<file path="config.mk">
export PLATFORM = sky130hd
export DESIGN_NAME = tdi_rle_decoder
export DESIGN_NICKNAME = d
export VERILOG_FILES = /design/src/rtl/tdi_rle_decoder.sv
export SDC_FILE = /design/constraint.sdc
export NUM_CORES = 2
export LEC_CHECK = 0
export CAP_MARGIN = 20
export CORE_AREA = 2 2 415 417
export CTS_CLUSTER_SIZE = 28
export DETAILED_ROUTE_END_ITERATION = 12
export DIE_AREA = 0 0 417 419
export DONT_BUFFER_PORTS = 1
export GPL_TIMING_DRIVEN = 0
export PLACE_DENSITY = 0.64
export SYNTH_ARGS = -nofsm -noshare
export SYNTH_HDL_FRONTEND = slang
export SYNTH_SLANG_ARGS = --single-unit
</file>
<file path="constraint.sdc">
create_clock -name clk -period 6.9 [get_ports clk]
set_input_delay 0.69 -clock clk [delete_from_list [all_inputs] [get_ports clk]]
set_output_delay 0.69 -clock clk [all_outputs]
set_load 0.01 [all_outputs]
</file>
<file path="src/rtl/tdi_rle_decoder.sv">
// Run-length decoder for the compressed TDI stream: expands {count, pixel} tokens
// into 64-pixel AXIS beats, one packet per line, with line count and length check.
module tdi_rle_decoder #(
  parameter int LINE_PIXELS = 8192
) (
  input  logic         clk,
  input  logic         rst,
  input  logic [511:0] s_axis_tdata,
  input  logic         s_axis_tvalid,
  output logic         s_axis_tready,
  input  logic         s_axis_tlast,
  output logic [511:0] m_axis_tdata,
  output logic         m_axis_tvalid,
  input  logic         m_axis_tready,
  output logic         m_axis_tlast,
  output logic [31:0]  o_line_cnt,
  output logic         o_len_err
);

  logic [511:0] r_buf_data;
  logic         r_buf_last;
  logic         r_buf_full;
  logic [4:0]   r_tok_idx;
  logic         r_tok_act;
  logic [7:0]   r_rem;
  logic [511:0] r_asm;
  logic [6:0]   r_fill;
  logic [23:0]  r_px_total;
  logic         r_eol_pend;
  logic [511:0] r_out_data;
  logic         r_out_valid;
  logic         r_out_last;
  logic [31:0]  r_line_cnt;
  logic         r_len_err;

  logic [15:0]  w_tok;
  logic [7:0]   w_cnt;
  logic [7:0]   w_pix;
  logic [7:0]   w_eff_rem;
  logic [6:0]   w_space;
  logic [6:0]   w_n;
  logic [6:0]   w_fill_nxt;
  logic [7:0]   w_rem_left;
  logic         w_tok_done;
  logic [24:0]  w_sum;
  logic [23:0]  w_total_nxt;
  logic [511:0] w_asm_wr;
  logic         w_out_free;
  logic         w_busy;
  logic         w_need_xfer;
  logic         w_xfer_full;
  logic         w_step;
  logic         w_eol_done;

  // A token not yet entered takes its count straight from the buffer.
  assign w_tok       = r_buf_data[{r_tok_idx, 4'b0000} +: 16];
  assign w_cnt       = w_tok[15:8];
  assign w_pix       = w_tok[7:0];
  assign w_eff_rem   = r_tok_act ? r_rem : w_cnt;
  assign w_space     = 7'd64 - r_fill;
  assign w_n         = ({1'b0, w_space} < w_eff_rem) ? w_space : w_eff_rem[6:0];
  assign w_fill_nxt  = r_fill + w_n;
  assign w_rem_left  = w_eff_rem - {1'b0, w_n};
  assign w_tok_done  = (w_rem_left == 8'd0);
  assign w_sum       = {1'b0, r_px_total} + 25'(w_n);
  assign w_total_nxt = w_sum[24] ? 24'hFF_FFFF : w_sum[23:0];

  assign w_out_free  = ~r_out_valid | m_axis_tready;
  assign w_busy      = r_buf_full & ~r_eol_pend;
  // A full assembly is only released once another pixel is known to follow.
  assign w_need_xfer = w_busy & (r_fill == 7'd64) & (w_eff_rem != 8'd0);
  assign w_xfer_full = w_need_xfer & w_out_free;
  assign w_step      = w_busy & ~w_need_xfer;
  assign w_eol_done  = r_eol_pend & ((r_fill == 7'd0) | w_out_free);

  // NOTE: w_asm_wr is given its full default before the loop so no latch is inferred.
  always_comb begin
    w_asm_wr = r_asm;
    for (int k = 0; k < 64; k++) begin
      if ((7'(k) >= r_fill) && (7'(k) < w_fill_nxt)) w_asm_wr[8*k +: 8] = w_pix;
    end
  end

  // NOTE: all state below uses non-blocking assignments so every register sees pre-edge values.
  always_ff @(posedge clk) begin
    if (rst) begin
      // NOTE: the wide buffer and assembly registers are cleared too, so no stale line data survives a reset.
      r_buf_data  <= '0;
      r_buf_last  <= 1'b0;
      r_buf_full  <= 1'b0;
      r_tok_idx   <= '0;
      r_tok_act   <= 1'b0;
      r_rem       <= '0;
      r_asm       <= '0;
      r_fill      <= '0;
      r_px_total  <= '0;
      r_eol_pend  <= 1'b0;
      r_out_data  <= '0;
      r_out_valid <= 1'b0;
      r_out_last  <= 1'b0;
      r_line_cnt  <= '0;
      r_len_err   <= 1'b0;
    end else begin
      if (s_axis_tvalid && s_axis_tready) begin
        r_buf_data <= s_axis_tdata;
        r_buf_last <= s_axis_tlast;
        r_buf_full <= 1'b1;
      end

      if (m_axis_tready) r_out_valid <= 1'b0;

      if (w_step) begin
        r_asm      <= w_asm_wr;
        r_fill     <= w_fill_nxt;
        r_px_total <= w_total_nxt;
        if (w_tok_done) begin
          r_tok_act <= 1'b0;
          r_tok_idx <= r_tok_idx + 5'd1;
          if (r_tok_idx == 5'd31) begin
            r_buf_full <= 1'b0;
            r_eol_pend <= r_buf_last;
          end
        end else begin
          r_tok_act <= 1'b1;
          r_rem     <= w_rem_left;
        end
      end

      if (w_xfer_full) begin
        r_out_data  <= r_asm;
        r_out_last  <= 1'b0;
        r_out_valid <= 1'b1;
        r_asm       <= '0;
        r_fill      <= '0;
      end

      // Line end: flush any partial assembly (unwritten bytes are already zero).
      if (w_eol_done) begin
        if (r_fill != 7'd0) begin
          r_out_data  <= r_asm;
          r_out_last  <= 1'b1;
          r_out_valid <= 1'b1;
        end
        r_line_cnt <= r_line_cnt + 32'd1;
        if (r_px_total != 24'(LINE_PIXELS)) r_len_err <= 1'b1;
        r_asm      <= '0;
        r_fill     <= '0;
        r_px_total <= '0;
        r_eol_pend <= 1'b0;
      end
    end
  end

  assign s_axis_tready = ~r_buf_full & ~rst;
  assign m_axis_tdata  = r_out_data;
  assign m_axis_tvalid = r_out_valid;
  assign m_axis_tlast  = r_out_last;
  assign o_line_cnt    = r_line_cnt;
  assign o_len_err     = r_len_err;

endmodule

</file>
==> run_results.csv <==
group,metric,value,unit
routing,ant_nets,0,
placed_design,place_ws,-2100,ps
power_and_ir_drop,power.internal,21.8,mW
routing,via_count,58300,
placed_design,dp.final_hpwl,213000,um
timing,setup-violations-final,0,
power_and_ir_drop,ir_drop,0.000426,V
power_and_ir_drop,clockPowerShare,26.2,%
clocking,clock_latency,830,ps
floorplanning,coreArea,171000,um2
yosys,ys_seq_elements,1619,
finish,drive_gt1_share,11.0,%
floorplanning,chipWidth,417,um
critical_path,startpoint,"r_tok_idx[1]",
clocking,cts_root_buffer,"clkbuf_16",
grt,antenna_found_initial,67,
timing,setup_slack,68.6,ps
routing,wl_per_cell,26.5,um
critical_path,crit_arrival,7500,ps
routing,vias_per_cell,5.54,
floorplanning,die_y,419,um
critical_path,worstPathMaxFanout,10,
timing,final-hold-violation-count,0,
placed_design,gp_congestion,1.00,
power_and_ir_drop,comb_power_share,42.3,%
timing,fin_setup_tns,0,ps
critical_path,cpMostUsedCell,"buf_12",
critical_path,crit_type,"register to register",
floorplanning,ios,1065,
power_and_ir_drop,p_per_area,446,nW/um2
power_and_ir_drop,switchingPower,13.9,mW
finish,final_common_cell,"nand2_1",
grt,grt_max_degree,17,
routing,totalWireLength,279000,um
yosys,syn_avg_cell_area,8.72,um2
power_and_ir_drop,p_sw_share,38.9,%
power_and_ir_drop,p_leak,28.4,nW
critical_path,critPathMaxStageDelay,630,ps
yosys,synthFlopType,"dfxtp_1",
routing,drc,0,
timing,period_share,99.0,%
critical_path,reg2regPathDepth,28,
placed_design,port_buffers,0,
finish,fin_nets,8640,
yosys,synth_warnings,0,
yosys,yosysUniqueCellTypes,98,
clocking,cts_buffers,170,
power_and_ir_drop,p_seq_share,31.5,%
routing,first_iter_violations,5467,
clocking,cts_buffer_depth,3,
critical_path,worstSetupStartpointType,"register",
clocking,htreeDepth,4,
timing,finalMaxSlewViolations,0,
yosys,syn_area,63800,um2
critical_path,reg2reg_setup_slack,70,ps
worst_hold_path,hold_start,"s_axis_tdata[124]",
grt,grt_pass1_vias,56100,
grt,grt_util_all_layers,30.5,%
timing,relSlewSlack,16.9,%
critical_path,rr_startpoint,"r_tok_idx[1]",
floorplanning,dieArea,175000,um2
critical_path,cp-end-kind,"register",
clocking,cts_tree,"done",
routing,first_pass_iters,6,
timing,fmax,0.146,GHz
yosys,yosysSeqAreaShare,50.8,%
status,status,"finished clean",
yosys,netlist_instances,7314,
clocking,cts_sinks,1619,
placed_design,place_inst,9562,
power_and_ir_drop,p_total,35.6,mW
yosys,synth_edf_count,0,
finish,final_cell_mix,"nand2_1 (2289), dfxtp_1 (1616), o21ai_0 (586)",
finish,area_delta_synth_final,25.1,%
worst_hold_path,hold_end,"r_buf_data[124]",
yosys,syn-num-nets,7865,
floorplanning,rows,152,
timing,finalCriticalPeriod,6830,ps
critical_path,cp.required,7570,ps
grt,grt.overflow.total,0,
floorplanning,initial_utilization,37.4,%
timing,skew,34.7,ps
timing,tightestPinTransition,1250,ps
critical_path,slowest_stage,"o31ai_4",
finish,instances_no_fill,10500,
grt,grt_pass1_wl,390000,um
flow_run,cap_violations,0,
clocking,clk_pin_slew_worst_paths,60,ps
critical_path,r2r-end,"r_asm[157]",
worst_hold_path,whs_path_depth,2,
yosys,ys_async_sr_fraction,0,%
worst_hold_path,hp-class,"input pin to register",
routing by layer:
layer  share of wire, %  GRT usage [%]
met3                8.3           7.18
met4                7.8           20.4
met1                 36           33.5
met2                 48           52.5
met5              0.026              0
worst max-delay path by stage:
stage,end,slack (ps),cells past startpoint
after global placement,r_asm[89],-2110,26
after floorplan,r_asm[125],350,28
after CTS,r_asm[89],-10,30
after global routing,r_asm[259],-100,31
final,r_asm[157],70,28
after detailed placement,r_asm[89],-2100,27
cells by family (layout without fill, tap and decap cells):
family,after synthesis,in the layout,share of synthesized area [%]
AOI/OAI and AO/OA,1534,1534,15.1
xor gates and xnor gates,55,55,0.797
adders and majority gates,36,36,0.734
buffers and inverters,598,1505,4.31
DFF,1619,1619,50.8
muxes,510,510,9.81
other,0,69,0
and+or+nand+nor,2962,2962,18.5
registers in the layout, indices dropped and copies added, names as in the netlist, 5 cells and up:
register,flops
m_axis_tdata,512
r_asm,512
r_buf_data,512
o_line_cnt,32
r_px_total,24
r_rem,8
r_fill,7
r_tok_idx,5
critical path: cells and delay by family (launching register included):
family / cells / cell delay, ps
buffers and inverters: 6 / 1160
AO/OA/AOI/OAI: 10 / 2420
multiplexers: 2 / 520
AND/OR/NAND/NOR: 5 / 830
XOR/XNOR: 2 / 380
adder cells (fa/ha/maj): 3 / 840
flip-flops: 1 / 480
stage by stage:
stage	cell area (um2)	util (%)	hold WS (ps)
after floorplan	63800	-	431
after global placement	66600	39.0	440
after detailed placement	66800	39.2	447
after CTS	78300	45.9	0.591
after global routing	79800	46.8	32.2
final	79800	46.8	54.7
what timing repair did:
item | in CTS | in global routing
pin swaps | 36 | 65
endpoints found under the setup margin | 555 | 513
cloned | 4 | 2
setup buffers | 33 | 73
hold buffers | 477 | 0
hold endpoints to repair | 477 | 0
gates resized for setup | 136 | 80
synth_stat cells (35+ instances only):
master / instances / area [um2]
buf_2: 157 / 786
a21oi_1: 553 / 2770
clkbuf_1: 332 / 1250
mux4_2: 89 / 2000
dfxtp_1: 1619 / 32400
nand2_1: 2289 / 8590
buf_1: 35 / 131
mux2i_1: 402 / 4020
o21ai_0: 589 / 2950
nand3_1: 65 / 325
nor2_1: 416 / 1560
a211oi_1: 168 / 1260
layout make-up:
| class | count | area (um2) |
|---|---|---|
| timing repair buffer | 607 | 6440 |
| inverter | 31 | 116 |
| clock buffer | 254 | 4940 |
| sequential | 1619 | 32400 |
| tap | 2233 | 2790 |
| antenna | 69 | 173 |
| multi-input combinational | 5097 | 29400 |
| buffer | 563 | 2850 |
| fill | 16200 | 90800 |
| clock inverter | 50 | 679 |
power groups by stage:
stage / Sequential [mW] / Combinational, mW / Clock (mW)
6_report: 11.2 / 15.1 / 9.32
3_3_place_gp: 11.3 / 11.8 / 0
5_1_grt: 11.3 / 15.9 / 9.79
3_5_place_dp: 11.4 / 12.1 / 0
2_1_floorplan: 11.1 / 8.75 / 0
4_1_cts: 11.2 / 13.1 / 9.41
Power figures use the tool's default switching activity.
